File: src/rtl/rx_pack_pkg.sv
// Shared types and constants for the RX sample packer: FSM state encoding,
// output-word width derivation and the stall-counter width.
package rx_pack_pkg;

    localparam int STALL_CNT_W = 16;

    typedef enum logic [1:0] {
        ST_IDLE  = 2'd0,
        ST_HDR   = 2'd1,
        ST_RUN   = 2'd2,
        ST_DRAIN = 2'd3
    } pack_state_e;

    function automatic int calc_out_w(input int dsp_width, input int pack);
        return 2 * dsp_width * pack;
    endfunction

endpackage

File: src/rtl/rx_pack_lane_acc.sv
// Sample accumulator for the RX packer: collects PACK {Q,I} samples, lane 0 in
// the LSBs, and presents the completed word on the beat of the final sample.
module rx_pack_lane_acc
    import rx_pack_pkg::*;
#(
    parameter int DSP_WIDTH = 16,
    parameter int PACK      = 2,
    parameter int LANE_W    = (PACK > 1) ? $clog2(PACK) : 1
) (
    input  logic                                   clk,
    input  logic                                   rst_n,
    input  logic                                   accept,
    input  logic [2*DSP_WIDTH-1:0]                 in_data,
    output logic [LANE_W-1:0]                      lane,
    output logic                                   last_lane,
    output logic                                   full,
    output logic [calc_out_w(DSP_WIDTH, PACK)-1:0] word
);

    localparam int SW    = 2 * DSP_WIDTH;
    localparam int OUT_W = calc_out_w(DSP_WIDTH, PACK);
    localparam logic [LANE_W-1:0] LAST_LANE = LANE_W'(PACK - 1);

    logic [OUT_W-1:0]  acc_r;
    logic [LANE_W-1:0] lane_r;

    assign lane      = lane_r;
    assign last_lane = (lane_r == LAST_LANE);
    assign full      = accept && last_lane;

    // The top lane comes straight from the input so the word is complete on the accepting beat
    always_comb begin
        word               = acc_r;
        word[OUT_W-1 -: SW] = in_data;
    end

    // Lane storage and lane index advance
    always_ff @(posedge clk or negedge rst_n) begin
        if (!rst_n) begin
            acc_r  <= '0;
            lane_r <= '0;
        end else if (accept) begin
            acc_r[lane_r*SW +: SW] <= in_data;
            lane_r                 <= last_lane ? '0 : lane_r + 1'b1;
        end
    end

endmodule

File: src/rtl/rx_sample_packer.sv
// RX sample packer: packs PACK IQ samples per word and frames words into bursts
// with out_last. Optional burst header with sample timestamp: RX_SAMPLE_PACKER_TS_EN.
module rx_sample_packer
    import rx_pack_pkg::*;
#(
    parameter int DSP_WIDTH  = 16,
    parameter int PACK       = 2,
    parameter int BURST_BITS = 16,
    parameter int TS_WIDTH   = 64
) (
    input  logic                                   clk,
    input  logic                                   rst_n,
    input  logic [2*DSP_WIDTH-1:0]                 in_data,
    input  logic                                   in_valid,
    output logic                                   in_ready,
    output logic [calc_out_w(DSP_WIDTH, PACK)-1:0] out_data,
    output logic                                   out_valid,
    input  logic                                   out_ready,
    output logic                                   out_last,
    input  logic                                   cfg_enable,
    input  logic [BURST_BITS-1:0]                  cfg_burst_words,
    output logic [STALL_CNT_W-1:0]                 stat_stall_cnt,
    output logic                                   stat_active
);

    localparam int OUT_W  = calc_out_w(DSP_WIDTH, PACK);
    localparam int LANE_W = (PACK > 1) ? $clog2(PACK) : 1;
`ifdef RX_SAMPLE_PACKER_TS_EN
    localparam pack_state_e BURST_ST = ST_HDR;
`else
    localparam pack_state_e BURST_ST = ST_RUN;
`endif

    pack_state_e           state_r, state_s;
    logic                  done_r, done_s;
    logic [BURST_BITS-1:0] len_r, wcnt_r, cfg_len_s;
    logic [TS_WIDTH-1:0]   samp_cnt_r;
    logic [STALL_CNT_W-1:0] stall_r;
    logic [OUT_W-1:0]      out_data_r, word_s;
    logic                  out_valid_r, out_last_r;
    logic [LANE_W-1:0]     lane_s;
    logic                  last_lane_s, full_s, accept_s, in_ready_s;
    logic                  word_last_s, boundary_s, out_free_s, mid_s;
`ifdef RX_SAMPLE_PACKER_TS_EN
    logic                  hdr_load_s;
`endif

    rx_pack_lane_acc #(
        .DSP_WIDTH (DSP_WIDTH),
        .PACK      (PACK),
        .LANE_W    (LANE_W)
    ) u_lane_acc (
        .clk       (clk),
        .rst_n     (rst_n),
        .accept    (accept_s),
        .in_data   (in_data),
        .lane      (lane_s),
        .last_lane (last_lane_s),
        .full      (full_s),
        .word      (word_s)
    );

    // done_r closes intake once the final word of a draining burst is loaded
    assign in_ready_s  = ((state_r == ST_RUN) || (state_r == ST_DRAIN)) && !done_r &&
                         !(last_lane_s && out_valid_r && !out_ready);
    assign accept_s    = in_valid && in_ready_s;
    assign cfg_len_s   = (cfg_burst_words == '0) ? BURST_BITS'(1) : cfg_burst_words;
    assign word_last_s = (wcnt_r == (len_r - BURST_BITS'(1)));
    assign boundary_s  = full_s && word_last_s;
    assign out_free_s  = !out_valid_r || out_ready;
    assign mid_s       = (wcnt_r != '0) || (lane_s != '0) || accept_s;

    // Next-state logic
    always_comb begin
        state_s = state_r;
        done_s  = done_r;
`ifdef RX_SAMPLE_PACKER_TS_EN
        hdr_load_s = 1'b0;
`endif
        case (state_r)
            ST_IDLE: begin
                if (cfg_enable) state_s = BURST_ST;
                else            state_s = ST_IDLE;
            end
`ifdef RX_SAMPLE_PACKER_TS_EN
            ST_HDR: begin
                if (!cfg_enable) begin
                    state_s = ST_IDLE;
                end else if (out_free_s) begin
                    hdr_load_s = 1'b1;
                    state_s    = ST_RUN;
                end else begin
                    state_s = ST_HDR;
                end
            end
`endif
            ST_RUN: begin
                if (boundary_s) begin
                    if (cfg_enable) begin
                        state_s = BURST_ST;
                    end else begin
                        state_s = ST_DRAIN;
                        done_s  = 1'b1;
                    end
                end else if (!cfg_enable) begin
                    state_s = mid_s ? ST_DRAIN : ST_IDLE;
                end else begin
                    state_s = ST_RUN;
                end
            end
            ST_DRAIN: begin
                if (done_r) begin
                    if (out_free_s) begin
                        state_s = ST_IDLE;
                        done_s  = 1'b0;
                    end else begin
                        state_s = ST_DRAIN;
                    end
                end else if (boundary_s) begin
                    done_s = 1'b1;
                end else begin
                    state_s = ST_DRAIN;
                end
            end
            default: begin
                state_s = ST_IDLE;
                done_s  = 1'b0;
            end
        endcase
    end

    // State register and burst length / word counter bookkeeping
    always_ff @(posedge clk or negedge rst_n) begin
        if (!rst_n) begin
            state_r <= ST_IDLE;
            done_r  <= 1'b0;
            len_r   <= BURST_BITS'(1);
            wcnt_r  <= '0;
        end else begin
            state_r <= state_s;
            done_r  <= done_s;
            if ((state_r == ST_IDLE) && cfg_enable) begin
                len_r <= cfg_len_s;
            end else if (boundary_s) begin
                len_r  <= cfg_len_s;
                wcnt_r <= '0;
            end else if (full_s) begin
                wcnt_r <= wcnt_r + BURST_BITS'(1);
            end
        end
    end

    // Output register; in_ready guarantees it is free whenever a data word loads
    always_ff @(posedge clk or negedge rst_n) begin
        if (!rst_n) begin
            out_data_r  <= '0;
            out_valid_r <= 1'b0;
            out_last_r  <= 1'b0;
        end else if (full_s) begin
            out_data_r  <= word_s;
            out_valid_r <= 1'b1;
            out_last_r  <= word_last_s;
`ifdef RX_SAMPLE_PACKER_TS_EN
        end else if (hdr_load_s) begin
            out_data_r  <= OUT_W'(samp_cnt_r);
            out_valid_r <= 1'b1;
            out_last_r  <= 1'b0;
`endif
        end else if (out_ready) begin
            out_valid_r <= 1'b0;
            out_last_r  <= 1'b0;
        end
    end

    // Free-running sample counter and saturating stall counter
    always_ff @(posedge clk or negedge rst_n) begin
        if (!rst_n) begin
            samp_cnt_r <= '0;
            stall_r    <= '0;
        end else begin
            if (accept_s) samp_cnt_r <= samp_cnt_r + TS_WIDTH'(1);
            if (cfg_enable && in_valid && !in_ready_s && (stall_r != '1))
                stall_r <= stall_r + STALL_CNT_W'(1);
        end
    end

    assign in_ready       = in_ready_s;
    assign out_data       = out_data_r;
    assign out_valid      = out_valid_r;
    assign out_last       = out_last_r;
    assign stat_stall_cnt = stall_r;
    assign stat_active    = (state_r != ST_IDLE);

endmodule

File: config.mk
export PLATFORM = sky130hd
export DESIGN_NAME = rx_sample_packer
export DESIGN_NICKNAME = d
export VERILOG_FILES = /design/src/rtl/rx_pack_pkg.sv /design/src/rtl/rx_pack_lane_acc.sv /design/src/rtl/rx_sample_packer.sv
export SDC_FILE = /design/constraint.sdc
export NUM_CORES = 1
export LEC_CHECK = 0
export CAP_MARGIN = 20
export CORE_MARGIN = 2
export CORE_UTILIZATION = 45
export DETAILED_ROUTE_END_ITERATION = 7
export MAX_ROUTING_LAYER = met4
export PLACE_DENSITY = 0.82
export SKIP_CTS_REPAIR_TIMING = 1
export SYNTH_ARGS = -nofsm -noshare
export SYNTH_HDL_FRONTEND = slang
export SYNTH_SLANG_ARGS = --single-unit
File: constraint.sdc
create_clock -name clk -period 8.1 [get_ports clk]
set_input_delay 1.62 -clock clk [delete_from_list [all_inputs] [get_ports clk]]
set_output_delay 1.62 -clock clk [all_outputs]
set_load 0.05 [all_outputs]
==> results.sh, run 1 <==
export IMPL_status="finished, final reports clean"
export IMPL_clock_latency_ns=0.42
export IMPL_ys_warn_count=0
export IMPL_ant_nets=0
export IMPL_r2r_end="len_r[3]$_DFFE_PN0P_"
export IMPL_fin_tns_setup_ns=0
export IMPL_synth_top_area_share=0.5575
export IMPL_rows=44
export IMPL_start_util=0.4601
export IMPL_cts_tree="built"
export IMPL_root_buffer="clkbuf_16"
export IMPL_synth_distinct_cells=54
export IMPL_critPathKind="in -> out"
export IMPL_wl_per_cell_um=15.32
export IMPL_cts_inserted_buffers=17
export IMPL_wl_um=14960
export IMPL_grt_pass1_wl_um=25850
export IMPL_worst_pin_slew_ns=1.036
export IMPL_gp_congestion=0.8494
export IMPL_ys_top_cells_by_area="dfrtp_1 (56%), nand2_1 (12%), mux2_2 (6.6%), xnor2_1 (4.8%), xor2_1 (2.4%)"
export IMPL_synth_avg_cell_area_um2=10.35
export IMPL_synth_edf_count=0
export IMPL_synth_compound_area_frac=0.03199
export IMPL_grt_pass1_vias=5285
export IMPL_dieWidth_um=125.9
export IMPL_grt_setup_unrepaired="no"
export IMPL_design_core_area_um2=14530
export IMPL_cp_data_arrival_time_ns=3.28
export IMPL_synthSimpleGateAreaFrac=0.2161
export IMPL_yosysSeqAreaShare=0.5615
export IMPL_relSlewSlack=0.3079
export IMPL_ys_ff_latch=150
export IMPL_vias=5082
export IMPL_skew_ns=0.009496
export IMPL_syn_area_um2=6688
export IMPL_netlist_top_cells_count="nand2_1 (217), dfrtp_1 (149), mux2_2 (39), xnor2_1 (37), nor2_1 (29)"
export IMPL_r2r_start="len_r[1]$_DFFE_PN0P_"
export IMPL_routed_via_density=5.207
export IMPL_critical_path_max_fanout=4
export IMPL_antenna_found_initial=0
export IMPL_nFillCells=1223
export IMPL_end_kind="output pin"
export IMPL_netlist_instances=646
export IMPL_holdPathEnd="out_data[17]$_DFFE_PN0P_"
export IMPL_peakVddDrop_mv=0.2569
export IMPL_synth_async_reset_ratio=1.000
export IMPL_power_density_nw_per_um2=426.0
export IMPL_remaining_drc_errors=0
export IMPL_design_area_um2=8805
export IMPL_synth_top_family_by_area="simple AND/OR/NAND/NOR gates"
export IMPL_grt_overflow=0
export IMPL_hold_path_startpoint="u_lane_acc.acc_r[17]$_DFFE_PN0P_"
export IMPL_synth_mux_area_frac=0.08737
export IMPL_cellLeakagePower_nw=3.945
export IMPL_placed_area_um2=8193
export IMPL_period_share=0.6052
export IMPL_drv_cap=0
export IMPL_htreeDepth=4
export IMPL_pin_count=137
export IMPL_grtUsageTotal=0.2072
export IMPL_cp_start_kind="primary input"
export IMPL_fin_nets=837
export IMPL_dieHeight_um=125.9
export IMPL_cp_required_ns=6.48
export IMPL_clk_pin_slew_ns=0.06
export IMPL_synth_most_common_cell="nand2_1"
export IMPL_finalSetupViolations=0
export IMPL_clockBufferDepth=2
export IMPL_area_delta_synth_final_pct=31.66
export IMPL_n_antenna_cell=0
export IMPL_synth_nets=703
export IMPL_io_buffers=136
export IMPL_first_pass_iters=4
export IMPL_drv_slew=0
export IMPL_first_iter_violations=278
export IMPL_synth_top_cell_by_area="dfrtp_1"
export IMPL_r2r_slack_ns=4.73
export IMPL_dpl_hpwl_um=10050
export IMPL_hold_depth=2
export IMPL_cts_sinks=150
export IMPL_r2r_cells=9
export IMPL_synthFlopType="dfrtp_1"
export IMPL_min_period_ns=4.903
export IMPL_drive_gt1_frac=0.1288
export IMPL_grt_start_max_net_pins=86
export IMPL_hold_viol=0
export IMPL_synth_fa_ha_area_frac=0.007484
export IMPL_hold_class="reg -> reg"
export IMPL_dieArea_um2=15850
export IMPL_synth_xor_area_frac=0.07203
export IMPL_fmax_mhz=204.0
==> critical path, stage by stage <==
cell and delay [ns]:
clkdlybuf4s50_1 0.50, nor2b_1 0.10, a21oi_1 0.23, clkdlybuf4s50_1 0.84
==> final cells by class <==
| class | count | area (um^2) | share of cell area |
|---|---|---|---|
| Multi-Input combinational cell | 461 | 2789 | 0.3168 |
| Timing Repair Buffer | 141 | 1420 | 0.1613 |
| Clock inverter | 10 | 96.34 | 0.01094 |
| Inverter | 9 | 33.78 | 0.003837 |
| Sequential cell | 150 | 3755 | 0.4265 |
| Tap cell | 184 | 230.2 | 0.02615 |
| Clock buffer | 21 | 480.5 | 0.05457 |
==> flip-flops by register name, summed over array words and instances, names as in the netlist <==
register	flops
u_lane_acc.lane	1
out_valid	1
state_r	2
wcnt_r	16
out_data	64
u_lane_acc.acc_r	32
len_r	16
done_r	1
stat_stall_cnt	16
out_last	1
==> how the worst max path moves through the flow <==
| stage | startpoint | end | slack [ns] | cells past startpoint |
|---|---|---|---|---|
| 6_report | out_ready | in_ready | 3.20 | 4 |
| 5_1_grt | out_ready | in_ready | 3.09 | 4 |
| 4_1_cts | out_ready | in_ready | 3.19 | 4 |
| 3_5_place_dp | out_ready | in_ready | 3.20 | 4 |
| 3_3_place_gp | out_ready | in_ready | 3.24 | 4 |
| 2_1_floorplan | out_ready | in_ready | 3.96 | 2 |
==> power breakdown <==
part / switching [mW] / leakage, nW / internal, mW / total, mW
Clock: 0.309 / 0.274 / 0.454 / 0.763
Combinational: 1.05 / 1.80 / 0.639 / 1.69
Sequential: 0.248 / 1.87 / 1.05 / 1.30
Total: 1.60 / 3.94 / 2.15 / 3.75
==> kinds of logic (layout without fill, tap and decap cells) <==
kind of cell	after synthesis	after routing
xor gates and xnor gates	55	55
DFF	150	150
buffers and inverters	35	181
adders and majority gates	4	4
muxes	49	49
AOI/OAI and AO/OA	29	29
and+or+nand+nor	324	324
==> metal layers <==
| metal | up-vias | global-route usage | share of wire |
|---|---|---|---|
| met1 | 2521 | 0.2555 | 0.43 |
| met3 | 28 | 0.06202 | 0.063 |
| met4 | 0 | 0.07692 | 0.019 |
| met2 | 126 | 0.3245 | 0.48 |
| li1 | 2407 | - | - |
| met5 | - | - | 0 |
==> cell usage in the layout (no fill, tap or decap), types with 6 or more instances in the layout <==
cell type / instances
mux2_2: 39
xnor2_1: 37
inv_1: 9
mux2_4: 9
nor3_1: 12
dfrtp_1: 149
nand4_1: 12
a21oi_1: 6
xor2_1: 18
nor4_1: 9
nand2_1: 217
and3_1: 7
nor2_1: 28
clkdlybuf4s50_1: 135
clkbuf_16: 17
nand3_1: 13
==> metrics by stage <==
step | hold slack, ns | util | setup WS (ns) | power, mW | instances
floorplan | 0.4348 | - | 3.961 | 2.449 | 646
global placement | 0.4416 | 0.5637 | 3.238 | 2.956 | 943
detailed placement | 0.4534 | 0.5637 | 3.201 | 3.000 | 943
CTS | 0.4658 | 0.6034 | 3.190 | 3.779 | 974
global route | 0.4835 | 0.6058 | 3.094 | 3.973 | 976
finish | 0.4623 | 0.6058 | 3.197 | 3.751 | 976
Note: power is estimated with default switching activity, not from simulation.
==> inputs of run 2 (changes only) <==
==> constraint.sdc (replaced) <==
create_clock -name clk -period 4.9 [get_ports clk]
set_input_delay 0.98 -clock clk [delete_from_list [all_inputs] [get_ports clk]]
set_output_delay 0.98 -clock clk [all_outputs]
set_load 0.05 [all_outputs]
==> run 2 against run 1 <==
Non-clock buffer count fell by 1. Global-route usage shrank 0.078 points. First-iteration DRC count grew 3.2%. Hold slack better by 0.0019 ns. Setup slack lost 1.9 ns. Wire length up 1.4%. Combinational power is 65% higher. Clock skew down 0.0021 ns. Final area down 0.16%. Sequential power increased by 65%. Register-to-register slack worse by 3.4 ns. Final cell count is the same. Critical path type unchanged. Largest cell class unchanged. Largest power group unchanged.
==> results.sh, run 2 (synthesis results as in run 1) <==
export IMPL_clockBufferDepth=2
export IMPL_finalWorstSetupSlack_ns=1.286
export IMPL_critical_path_max_fanout=4
export IMPL_hold_class="reg -> reg"
export IMPL_crit_family="buffers and inverters"
export IMPL_multi_input_area_um2=2789
export IMPL_io_buffers=136
export IMPL_drv_cap=0
export IMPL_first_iter_violations=287
export IMPL_min_period_ns=3.614
export IMPL_fin_tns_setup_ns=0
export IMPL_grt_setup_unrepaired="no"
export IMPL_fmax_mhz=276.7
export IMPL_grtUsageTotal=0.2064
export IMPL_cp_data_arrival_time_ns=2.63
export IMPL_grt_start_max_net_pins=73
export IMPL_period_share=0.7376
export IMPL_register_area_um2=3755
export IMPL_routed_via_density=5.106
export IMPL_crit_buf_inv=2
export IMPL_power_density_nw_per_um2=710.1
export IMPL_post_place_ws_ns=1.293
export IMPL_largest_reg_flops=64
export IMPL_crit_chain="clkdlybuf4s50_1 > nor2b_1 > a21oi_1 > clkdlybuf4s50_1"
export IMPL_cts_inserted_buffers=17
export IMPL_ant_nets=0
export IMPL_hold_path_startpoint="u_lane_acc.acc_r[2]$_DFFE_PN0P_"
export IMPL_grt_pass1_vias=5057
export IMPL_final_common_cell="nand2_1"
export IMPL_wl_per_cell_um=15.53
export IMPL_peakVddDrop_mv=0.4273
export IMPL_cts_tree="built"
export IMPL_finalSetupViolations=0
export IMPL_cpPeakStageDelay_ns=0.84
export IMPL_end_kind="output pin"
export IMPL_vias=4983
export IMPL_gp_congestion=0.8834
export IMPL_area_delta_synth_final_pct=31.45
export IMPL_rows=44
export IMPL_dieHeight_um=125.9
export IMPL_fin_nets=836
export IMPL_cts_sinks=150
export IMPL_wl_um=15160
export IMPL_cellLeakagePower_nw=3.934
export IMPL_cp_required_ns=3.92
export IMPL_cp_start_kind="primary input"
export IMPL_dieWidth_um=125.9
export IMPL_status="finished, final reports clean"
export IMPL_root_buffer="clkbuf_16"
export IMPL_relSlewSlack=0.2720
export IMPL_utilization=0.6049
export IMPL_skew_ns=0.007375
export IMPL_dpl_hpwl_um=10130
export IMPL_path_common_cell="clkdlybuf4s50_1"
export IMPL_critPathKind="in -> out"
export IMPL_final_cell_mix="nand2_1 (217), dfrtp_1 (149), clkdlybuf4s50_1 (135)"
export IMPL_remaining_drc_errors=0
export IMPL_pin_count=137
export IMPL_dieArea_um2=15850
export IMPL_grt_overflow=0
export IMPL_htreeDepth=4
export IMPL_drive_gt1_frac=0.1275
export IMPL_nFillCells=1212
export IMPL_cpMaxStageDelayCell="clkdlybuf4s50_1"
export IMPL_clk_pin_slew_ns=0.06
export IMPL_n_antenna_cell=0
export IMPL_hold_viol=0
export IMPL_r2r_start="len_r[1]$_DFFE_PN0P_"
export IMPL_grt_pass1_wl_um=25800
export IMPL_cp_startpoint="out_ready"
export IMPL_start_util=0.4601
export IMPL_first_pass_iters=4
export IMPL_clock_latency_ns=0.42
export IMPL_drv_slew=0
export IMPL_design_core_area_um2=14530
export IMPL_worst_pin_slew_ns=1.088
export IMPL_antenna_found_initial=0
## run 2: changes by cell type in the layout (fill, tap and decap cells not counted)
| cell | before | now |
|---|---|---|
| buf_16 | 1 | 0 |
| bufinv_16 | 1 | 2 |
| clkbuf_1 | 0 | 1 |
| clkbuf_8 | 4 | 1 |
| clkinv_2 | 2 | 1 |
| clkinv_4 | 1 | 3 |
| inv_6 | 2 | 3 |
## run 2: where the power goes
part | total, mW | leakage (nW) | switching [mW] | internal, mW
Combinational | 2.79 | 1.78 | 1.74 | 1.06
Clock | 1.30 | 0.277 | 0.529 | 0.769
Sequential | 2.15 | 1.87 | 0.409 | 1.74
## run 2: worst paths after layout
kind	to	slack, ns	depth (start not counted)
max	in_ready	1.29	4
min	out_data[2]$_DFFE_PN0P_	0.46	2
max reg2reg	wcnt_r[1]$_DFFE_PN0P_	1.36	9
min reg2reg	out_data[2]$_DFFE_PN0P_	0.46	2
max in group asynchronous	out_data[7]$_DFFE_PN0P_	3.31	2
min in group asynchronous	out_data[38]$_DFFE_PN0P_	0.59	1
## run 2: final cells by class
cell class,instances,share of cell area
sequential,150,0.4271
multi-input combinational,461,0.3172
timing repair buffer,140,0.1584
clock buffer,19,0.05038
tap,184,0.02619
clock inverter,13,0.01679
inverter,9,0.003843
## run 2: stage by stage
stage	std cells	power [mW]	cell area (um^2)	hold WS, ns
6_report	976	6.243	8791	0.4642
5_1_grt	976	6.602	8791	0.4717
4_1_cts	976	6.292	8791	0.4638
3_5_place_dp	944	4.961	8200	0.4482
3_3_place_gp	944	4.893	8200	0.4418
2_1_floorplan	646	4.048	6688	0.4348
## run 2: tightest hold or removal path: cells and delay by family, from the launching register on
| family | cells | cell delay, ns |
|---|---|---|
| flip-flops | 1 | 0.34 |
| AND/OR/NAND/NOR | 2 | 0.10 |
## run 2: layer usage
metal  vias to the layer above  global-route usage  share of wire
met2                       118              0.3112           0.47
met4                         0             0.06399          0.016
met3                        22             0.05905          0.056
met1                      2441              0.2725           0.46
li1                       2402                   -              -
met5                         -                   -              0
==> RTL change: new RTL, config.mk and constraints of run 2 <==
`DSP_WIDTH` is set to 16 in 2 places; all go to 20.
--- a/src/rtl/rx_pack_lane_acc.sv
+++ b/src/rtl/rx_pack_lane_acc.sv
@@ -3,7 +3,7 @@
 module rx_pack_lane_acc
     import rx_pack_pkg::*;
 #(
-    parameter int DSP_WIDTH = 16,
+    parameter int DSP_WIDTH = 20,
     parameter int PACK      = 2,
     parameter int LANE_W    = (PACK > 1) ? $clog2(PACK) : 1
 ) (
--- a/src/rtl/rx_sample_packer.sv
+++ b/src/rtl/rx_sample_packer.sv
@@ -3,7 +3,7 @@
 module rx_sample_packer
     import rx_pack_pkg::*;
 #(
-    parameter int DSP_WIDTH  = 16,
+    parameter int DSP_WIDTH  = 20,
     parameter int PACK       = 2,
     parameter int BURST_BITS = 16,
     parameter int TS_WIDTH   = 64
Ports: changed (resized in_data and out_data); port bits go from 137 to 161. No check against the original RTL was run, so the function may have changed too.
==> RTL change against run 2 <==
Total power increased by 12%; critical path depth is 4 higher; final cell count is 13% higher; maximum frequency is 2.7% lower; synthesized area increased by 11%; sequential cell count up 24; worst setup slack worse by 0.099 ns; final area increased by 12%; wire length rose by 11%; largest power group unchanged.
==> RTL change: results (changes against run 2) <==
stage	metric	value	unit	change
route	avgRoutedWirePerCell	15.2	um	was 15.5 um
synth	ys_types	46		was 54
placed_design	dp_hpwl	11400	um	was 10100 um
route	detail_route.iter0.violations	271		was 287
clock_network	path_clk_slew	0.07	ns	
synth	syn_inst	713		was 646
clock_network	cts_made_buffers	17		unchanged
pwr	ir_worst_vdd	447	uV	was 427 uV
final_layout	antennaDiodeCount	0		unchanged
grt	antenna_found_initial	0		unchanged
status	outcome	complete, no violations		unchanged
final_layout	nets	940		was 836
placed_design	place_area	9290	um^2	was 8200 um^2
synth	ys_warn_count	0		unchanged
synth	synth_fp_nets	778		was 703
pwr	p_leak	4.52	nW	was 3.93 nW
synth	synth_common_cells	nand2_1, dfrtp_1, mux2_2, xnor2_1, nor2_1		unchanged
worst_setup_path	critPathMaxFanout	16		was 4
route	wirelength	16800	um	was 15200 um
synth	ys.flop_type	dfrtp_1		unchanged
final_layout	largest_register_ff_count	80		was 64
clock_network	clockBufferDepth	2		unchanged
synth	synth_fa_ha_area_share	0.673	%	was 0.748%
clock_network	clk_latency	0.42	ns	about the same
synth	yosys.area_share.xor_xnor	5.89	%	was 7.20%
grt	track_usage	20.5	%	was 20.6%
grt	grt_start_max_net_pins	91		was 73
worst_setup_path	crit_arrival	4.01	ns	was 2.63 ns
route	firstDrtPassIters	4		unchanged
synth	synth_compound_area_share	2.22	%	was 3.20%
hold_path	hp-class	register to register		unchanged
final_layout	drive_gt1_share	11.8	%	was 12.8%
sta	max_slew_margin	35.0	%	was 27.2%
clock_network	cts_root_buf	clkbuf_16		unchanged
sta	finClkSkew	0.00999	ns	was 0.00737 ns
synth	ys_seq_area_share	58.6	%	was 56.1%
placed_design	post-place-ws	1.09	ns	was 1.29 ns
grt	grt_pass1_wl	28000	um	was 25800 um
synth	synthArstFlopShare	100	%	unchanged
grt	first_global_vias	5569		was 5057
placed_design	placed_cells	1072		was 944
final_layout	fill_cells	1307		was 1212
synth	synth.area.top_cells	dfrtp_1, nand2_1, mux2_2		unchanged
placed_design	gp_congestion	0.869		was 0.883
clock_network	cts_htree_levels	4		unchanged
placed_design	port_buffers	160		was 136
sta	finalSetupViolCount	0		unchanged
route	via_count	5507		was 4983
synth	synth.area.mux_share	9.07	%	was 8.74%
==> RTL change: kinds of logic (layout without fill, tap and decap cells) <==
logic type                 count (synthesis)  count (layout)
DFF                                      174             174
xor gates and xnor gates                  50              50
AOI/OAI and AO/OA                         24              24
and+or+nand+nor                          372             372
adders and majority gates                  4               4
muxes                                     57              57
buffers and inverters                     32             207
==> RTL change: worst max-delay path: stages, from the launching register on <==
cell	delay, ns
dfrtp_1	0.44
nor4_1	0.80
nand3_1	0.14
and4b_1	0.24
o32ai_1	0.47
nor4_4	0.10
buf_4	0.21
nor2_2	0.77
mux2_2	0.42
==> RTL change: worst paths after layout <==
| kind | startpoint | to | slack [ns] | cells after the start |
|---|---|---|---|---|
| worst min-delay path | u_lane_acc.acc_r[8] | out_data[8] | 0.46 | 2 |
| worst max register to register | len_r[8] | len_r[6] | 1.19 | 8 |
| worst max-delay path | len_r[8] | len_r[6] | 1.19 | 8 |
| max in group asynchronous | rst_n | out_data[11] | 3.26 | 2 |
| min in group asynchronous | rst_n | stat_stall_cnt[9] | 0.62 | 1 |
| worst min register to register | u_lane_acc.acc_r[8] | out_data[8] | 0.46 | 2 |
==> RTL change: where the power goes <==
group	switching [mW]	total, mW	internal, mW
Combinational	2.04	3.24	1.20
Clock	0.566	1.26	0.697
Sequential	0.432	2.47	2.04
==> RTL change: layout make-up <==
cell class	instances	share of cell area (%)
flip-flops and latches	174	44.3
multi-input cells	507	30.1
repair buffers	169	17.0
clock buffers	22	4.82
well taps	216	2.75
clock inverters	10	0.839
inverters	6	0.229
==> RTL change: stage by stage <==
stage | util (%) | power, mW
after detailed placement | 58.0 | 5.74
after global routing | 61.5 | 7.37
final | 61.5 | 6.97
after floorplan | - | 4.64
after CTS | 61.5 | 7.03
after global placement | 58.0 | 5.65
==> RTL change: layer usage <==
metal / part of all wire (%) / routed length, um / up-vias / global-route usage (%)
met3: 5.3 / 890 / 23 / 5.25
li1: - / - / 2682 / -
met1: 44 / 7420 / 2670 / 25.5
met4: 1.7 / 292 / 0 / 6.81
met2: 49 / 8220 / 132 / 33.0
met5: 0 / 0 / - / -
